`src/rtl/node_pkg.sv`:
```
// Shared constants and state encoding for the node input sequencer.
package node_pkg;

  localparam logic [31:0] FP32_ONE = 32'h3F800000;
  localparam int DEFAULT_NUM_INPUTS = 32;

  typedef enum logic {
    LOAD   = 1'b0,
    STREAM = 1'b1
  } state_t;

endpackage

```
`src/rtl/node_weight_bank.sv`:
```
// Weight storage: NUM_INPUTS data weights plus one bias weight, one write
// port and one registered read port whose output holds when not enabled.
module node_weight_bank
  import node_pkg::*;
#(
  parameter int DATA_WIDTH = 32,
  parameter int NUM_INPUTS = DEFAULT_NUM_INPUTS,
  localparam int AW = $clog2(NUM_INPUTS + 1)
) (
  input  logic                  clk,
  input  logic                  rst,
  input  logic                  we,
  input  logic [5:0]            waddr,
  input  logic [DATA_WIDTH-1:0] wdata,
  input  logic                  re,
  input  logic [AW-1:0]         raddr,
  output logic [DATA_WIDTH-1:0] rdata
);

  logic [DATA_WIDTH-1:0] mem [NUM_INPUTS+1];

  // Storage is deliberately not reset; out-of-range writes are dropped.
  always_ff @(posedge clk) begin
    if (we && (int'(waddr) <= NUM_INPUTS)) begin
      mem[waddr[AW-1:0]] <= wdata;
    end
  end

  always_ff @(posedge clk) begin
    if (rst) begin
      rdata <= '0;
    end else if (re) begin
      rdata <= mem[raddr];
    end
  end

endmodule

```
`src/rtl/node_input_sequencer.sv`:
```
// Collects NUM_INPUTS data words, then streams data/weight pairs followed by
// a bias pair (BIAS_ONE, bias weight) to the downstream node multiplier.
module node_input_sequencer
  import node_pkg::*;
#(
  parameter int                    DATA_WIDTH = 32,
  parameter int                    NUM_INPUTS = DEFAULT_NUM_INPUTS,
  parameter logic [DATA_WIDTH-1:0] BIAS_ONE   = FP32_ONE
) (
  input  logic                  clk,
  input  logic                  rst_n,
  input  logic                  i_valid,
  input  logic [DATA_WIDTH-1:0] i_data,
  output logic                  o_ready,
  input  logic                  i_w_we,
  input  logic [5:0]            i_w_addr,
  input  logic [DATA_WIDTH-1:0] i_w_data,
  output logic                  o_valid,
  output logic [DATA_WIDTH-1:0] o_data,
  output logic [DATA_WIDTH-1:0] o_weight,
  output logic                  o_last
);

  localparam int AW  = $clog2(NUM_INPUTS + 1);
  localparam int CW  = $clog2(NUM_INPUTS + 2);
  localparam int DIW = (NUM_INPUTS > 1) ? $clog2(NUM_INPUTS) : 1;
  localparam logic [CW-1:0] LAST_DATA = CW'(NUM_INPUTS - 1);
  localparam logic [CW-1:0] BIAS_IDX  = CW'(NUM_INPUTS);
  localparam logic [CW-1:0] DRAIN_IDX = CW'(NUM_INPUTS + 1);

  state_t                state;
  logic [CW-1:0]         load_cnt;
  logic [CW-1:0]         beat_cnt;
  logic [DATA_WIDTH-1:0] data_mem [NUM_INPUTS];
  logic [DATA_WIDTH-1:0] beat_data;
  logic                  accept;
  logic                  last_accept;
  logic                  rd_en;
  logic [AW-1:0]         rd_addr;

  assign o_ready     = (state == LOAD);
  assign accept      = (state == LOAD) && i_valid && !rst_n;
  assign last_accept = accept && (load_cnt == LAST_DATA);

  // Beat 0 is issued on the edge that accepts the final data word, so the
  // weight read for index 0 is launched from LOAD.
  assign rd_en   = last_accept || ((state == STREAM) && (beat_cnt <= BIAS_IDX));
  assign rd_addr = (state == LOAD) ? '0 : AW'(beat_cnt);

  always_comb begin
    beat_data = BIAS_ONE;
    if (state == LOAD) begin
      beat_data = (load_cnt == '0) ? i_data : data_mem[DIW'(0)];
    end else if (beat_cnt < BIAS_IDX) begin
      beat_data = data_mem[beat_cnt[DIW-1:0]];
    end
  end

  always_ff @(posedge clk) begin
    if (accept) begin
      data_mem[load_cnt[DIW-1:0]] <= i_data;
    end
  end

  // STREAM stays one cycle past the last issue so o_ready rises only after
  // the bias beat has been presented.
  always_ff @(posedge clk) begin
    if (rst_n) begin
      state    <= LOAD;
      load_cnt <= '0;
      beat_cnt <= '0;
      o_valid  <= 1'b0;
      o_last   <= 1'b0;
      o_data   <= '0;
    end else begin
      case (state)
        LOAD: begin
          o_valid <= 1'b0;
          o_last  <= 1'b0;
          if (i_valid) begin
            if (load_cnt == LAST_DATA) begin
              state    <= STREAM;
              load_cnt <= '0;
              beat_cnt <= CW'(1);
              o_valid  <= 1'b1;
              o_data   <= beat_data;
            end else begin
              load_cnt <= load_cnt + CW'(1);
            end
          end
        end
        STREAM: begin
          if (beat_cnt == DRAIN_IDX) begin
            state    <= LOAD;
            beat_cnt <= '0;
            o_valid  <= 1'b0;
            o_last   <= 1'b0;
          end else begin
            o_valid  <= 1'b1;
            o_last   <= (beat_cnt == BIAS_IDX);
            o_data   <= beat_data;
            beat_cnt <= beat_cnt + CW'(1);
          end
        end
        default: state <= LOAD;
      endcase
    end
  end

  node_weight_bank #(
    .DATA_WIDTH (DATA_WIDTH),
    .NUM_INPUTS (NUM_INPUTS)
  ) u_weight_bank (
    .clk   (clk),
    .rst   (rst_n),
    .we    (i_w_we),
    .waddr (i_w_addr),
    .wdata (i_w_data),
    .re    (rd_en),
    .raddr (rd_addr),
    .rdata (o_weight)
  );

endmodule

```
`config.mk`:
```
export PLATFORM = sky130hd
export DESIGN_NAME = node_input_sequencer
export DESIGN_NICKNAME = d
export VERILOG_FILES = /design/src/rtl/node_pkg.sv /design/src/rtl/node_weight_bank.sv /design/src/rtl/node_input_sequencer.sv
export SDC_FILE = /design/constraint.sdc
export NUM_CORES = 2
export LEC_CHECK = 0
export ABC_CLOCK_PERIOD_IN_PS = 6500
export CAP_MARGIN = 5
export CELL_PAD_IN_SITES_DETAIL_PLACEMENT = 1
export CELL_PAD_IN_SITES_GLOBAL_PLACEMENT = 1
export CORE_MARGIN = 8
export CORE_UTILIZATION = 55
export CTS_CLUSTER_SIZE = 30
export DETAILED_ROUTE_END_ITERATION = 16
export HOLD_SLACK_MARGIN = 0.1
export PLACE_DENSITY_LB_ADDON = 0.1
export SYNTH_ARGS = -nofsm -noshare
export SYNTH_HDL_FRONTEND = slang
export SYNTH_SLANG_ARGS = --single-unit
```
`constraint.sdc`:
```
create_clock -name clk -period 6.5 [get_ports clk]
set_input_delay 0.65 -clock clk [delete_from_list [all_inputs] [get_ports clk]]
set_output_delay 0.65 -clock clk [all_outputs]
set_load 0.005 [all_outputs]
```
==> run metrics <==
fraction of layout cells with a size suffix above 1 21.1%; Worst-Margin Slew 1.31 ns; setup TNS 0 ns; global routing's busiest layer met2; Required @ worst endpoint 6.96 ns; DIE HEIGHT 408 um; initial standard-cell utilization of the core 55.2%; setup fix buffers added after clock tree synthesis 0; Post-Syn Nets 4,572; post-synthesis instance area 84,700 sq um; CTS-repair resized insts 0; Die ar. 167,000 sq um; clock latency on the worst-skew pair 0.83 ns; part of the cycle the worst path needs 62.5%; M3 GR Usage 4.03%; pin count of the biggest net entering global routing 128; met1 layer usage reported by global route 35.1%; status finished clean; number of flops mapped to enable cells by yosys 2,080; global placer's final weighted congestion 0.774; clock input transition at the sequential cells of the worst setup and hold paths 0.06 ns; Power per Cell Area 292 nW/um^2; endpoint of the worst register-to-register path data_mem[4][23]$_DFFE_PP_; net count of the finished layout 4,766; FP Rows 144; Die Span X 408 um; first-pass iteration count of the detailed router 5; Crit path top cell by count nand2_1; Residual DRC 0; maximum clock frequency 246 MHz; IR drop worst, VDD 280 uV; most frequent cells in the layout 2,080 x edfxtp_1, 302 x mux2i_1, 228 x mux4_2; number of buffers created by CTS 215; first-pass GRT wire length 329,000 um; RSZ-0062 raised after global routing no; Clock Tree Root clkbuf_16; combined global-route utilization of all metal layers 26.6%; Clock Skews 0.0234 ns; Synth Register Bits 2,163; overall overflow remaining after global route 0; per-instance average area after synthesis 18.9 sq um; slowest cell delay on critical path 0.88 ns; crit path max-delay cell type nor2_4; Worst R2R Start state$_SDFF_PP0_; number of violations reported at the end of detailed-routing iteration 0 4,957; worst setup slack before clock tree synthesis 2.01 ns; Max-slew headroom 12.2%; total power 28.0 mW; ports placed on the boundary 141; count of endpoints failing setup in the final report 0; Worst Hold Class register to register; setup slack after layout 2.44 ns; worst hold margin 0.492 ns; number of buffers added to fix hold violations after cts 0; Total Routed Length 227,000 um; routing usage on met2 46.2%; placeable core area 154,000 sq um; Leak 29.0 nW; quantity of I/O buffers inserted on ports 140; number of maximum-capacitance constraint violations 0; DR WL/cell 32.8 um; clock tree from TritonCTS done; start-to-end type of the worst setup path register to register; Synth Instances 4,491; Warnings, synthesis 0; kind of start point of the critical path register; Detail Placement HPWL 127,000 um; most frequent standard cell in the layout excluding fill and tap cells edfxtp_1; vias after detailed routing 45.1k; antenna violations before repair 2; clock period minus final worst setup slack 4.06 ns; top cells by area in the synthesized netlist edfxtp_1 74%, mux4_2 6.1%, mux2i_1 3.6%, mux2_2 2.6%, dfxtp_1 2.0%; clk buf depth 3; origin of the worst setup path state$_SDFF_PP0_; number of clock sinks 2,163; endpoint of the most critical setup path data_mem[4][23]$_DFFE_PP_; crit-path max FO 43; number of instances on the worst hold path 2; logic depth of the worst register-to-register path 6; most used flip-flop cell after synthesis edfxtp_1; Data arrival, critical path 4.52 ns; number of pins exceeding their max-slew limit in the final report 0; fraction of registers with async set/reset 0%; vias in the first global route 48.2k; remaining antenna violation count after routing 0; cell-by-cell trace of the critical path clkinv_2, nand2_1, nor2_1, nand2_1, nor2_4, buf_4; Yosys top cell area share 73.8%; via density per instance 6.52; H-tree Lvls 4; library cell with the largest summed area after synthesis edfxtp_1; layout overhead on the synthesized area 13.3%; endpoint kind of the worst setup timing path register; slack of the worst reg-to-reg path 2.44 ns; Cell variety after synth 61; count of final hold-check violations 0; part of the Yosys area used for sequential elements 75.7%
registers in the layout, summed over array words and instances, names as in the netlist, named ones only:
signal	count
o_last	1
data_mem	1024
beat_cnt	6
u_weight_bank.rdata	32
u_weight_bank.mem	1056
o_data	32
load_cnt	6
state	1
worst min-delay path by stage:
| stage | slack, ns | from | to |
|---|---|---|---|
| finish | 0.49 | o_data[9]$_SDFFE_PP0P_ | o_data[9]$_SDFFE_PP0P_ |
| global route | 0.52 | o_data[25]$_SDFFE_PP0P_ | o_data[25]$_SDFFE_PP0P_ |
| CTS | 0.50 | o_data[26]$_SDFFE_PP0P_ | o_data[26]$_SDFFE_PP0P_ |
| detailed placement | 0.48 | o_data[26]$_SDFFE_PP0P_ | o_data[26]$_SDFFE_PP0P_ |
| global placement | 0.48 | o_data[27]$_SDFFE_PP0P_ | o_data[27]$_SDFFE_PP0P_ |
| floorplan | 0.44 | o_data[25]$_SDFFE_PP0P_ | o_data[25]$_SDFFE_PP0P_ |
metrics by stage:
step	instance area, sq um	util (%)	instances
CTS	95900	62.5	6914
global placement	89000	58.0	6511
global route	95900	62.5	6915
detailed placement	89000	58.0	6511
finish	95900	62.5	6917
floorplan	84700	-	4491
cell families (layout without fill, tap and decap cells):
group / after synthesis / count (layout) / synth area share (%)
AOI/OAI and AO/OA: 798 / 798 / 7.04
and+or+nand+nor: 459 / 459 / 2.76
adders and majority gates: 7 / 7 / 0.103
other: 0 / 2 / 0
DFF: 2163 / 2163 / 75.7
muxes: 750 / 750 / 12.7
xor gates and xnor gates: 4 / 4 / 0.0414
buffers and inverters: 310 / 690 / 1.67
metal layers:
metal / routed length, um / up-vias
li1: - / 18983
met1: 91400 / 24072
met2: 116000 / 1640
met3: 13500 / 375
met4: 5720 / 0
met5: 0 / -
critical path, delay by kind of cell, from the launching register on:
family                 cells  cell delay (ns)
and+or+nand+nor            4             1.87
DFF                        1             0.51
buffers and inverters      2             1.24
synth_stat cells, types with 4 or more instances:
cell / count
edfxtp_1: 2080
mux2i_1: 302
mux4_2: 228
a22oi_1: 198
mux2_2: 193
o22ai_1: 155
nor2_1: 146
clkbuf_1: 141
buf_2: 108
dfxtp_1: 83
nand2_1: 72
a211oi_1: 66
o221ai_1: 58
nand2b_1: 49
nand3_1: 40
nor2b_1: 39
a21oi_1: 35
or2_2: 35
a31oi_1: 34
a2111oi_0: 32
a311oi_1: 32
o2111a_1: 32
o21bai_1: 32
nor4_1: 31
buf_1: 30
a22o_1: 27
mux2_4: 27
o31ai_1: 26
o22a_1: 25
o21ai_0: 18
buf_4: 16
nand3b_1: 11
a21o_1: 8
o21ai_1: 8
a41oi_1: 7
buf_6: 7
ha_1: 7
nor3_1: 7
inv_1: 6
and3b_1: 4
nor3b_1: 4
or3b_2: 4
xor2_1: 4
layout make-up:
| cell class | instances | area, sq um |
|---|---|---|
| inverter | 7 | 27.5 |
| multi-input combinational | 2018 | 19700 |
| clock buffer | 287 | 5940 |
| antenna | 2 | 5.00 |
| timing repair buffer | 280 | 2550 |
| clock inverter | 116 | 977 |
| fill | 12851 | 57600 |
| sequential | 2163 | 64100 |
| tap | 2044 | 2560 |
power breakdown:
part	internal, mW	total [mW]	switching [mW]	leakage [nW]
registers	15.3	15.3	0.0174	19.4
clock network	7.02	12.2	5.17	3.42
logic	0.122	0.444	0.323	6.16
total	22.5	28.0	5.52	29.0
Power figures use the tool's default switching activity.
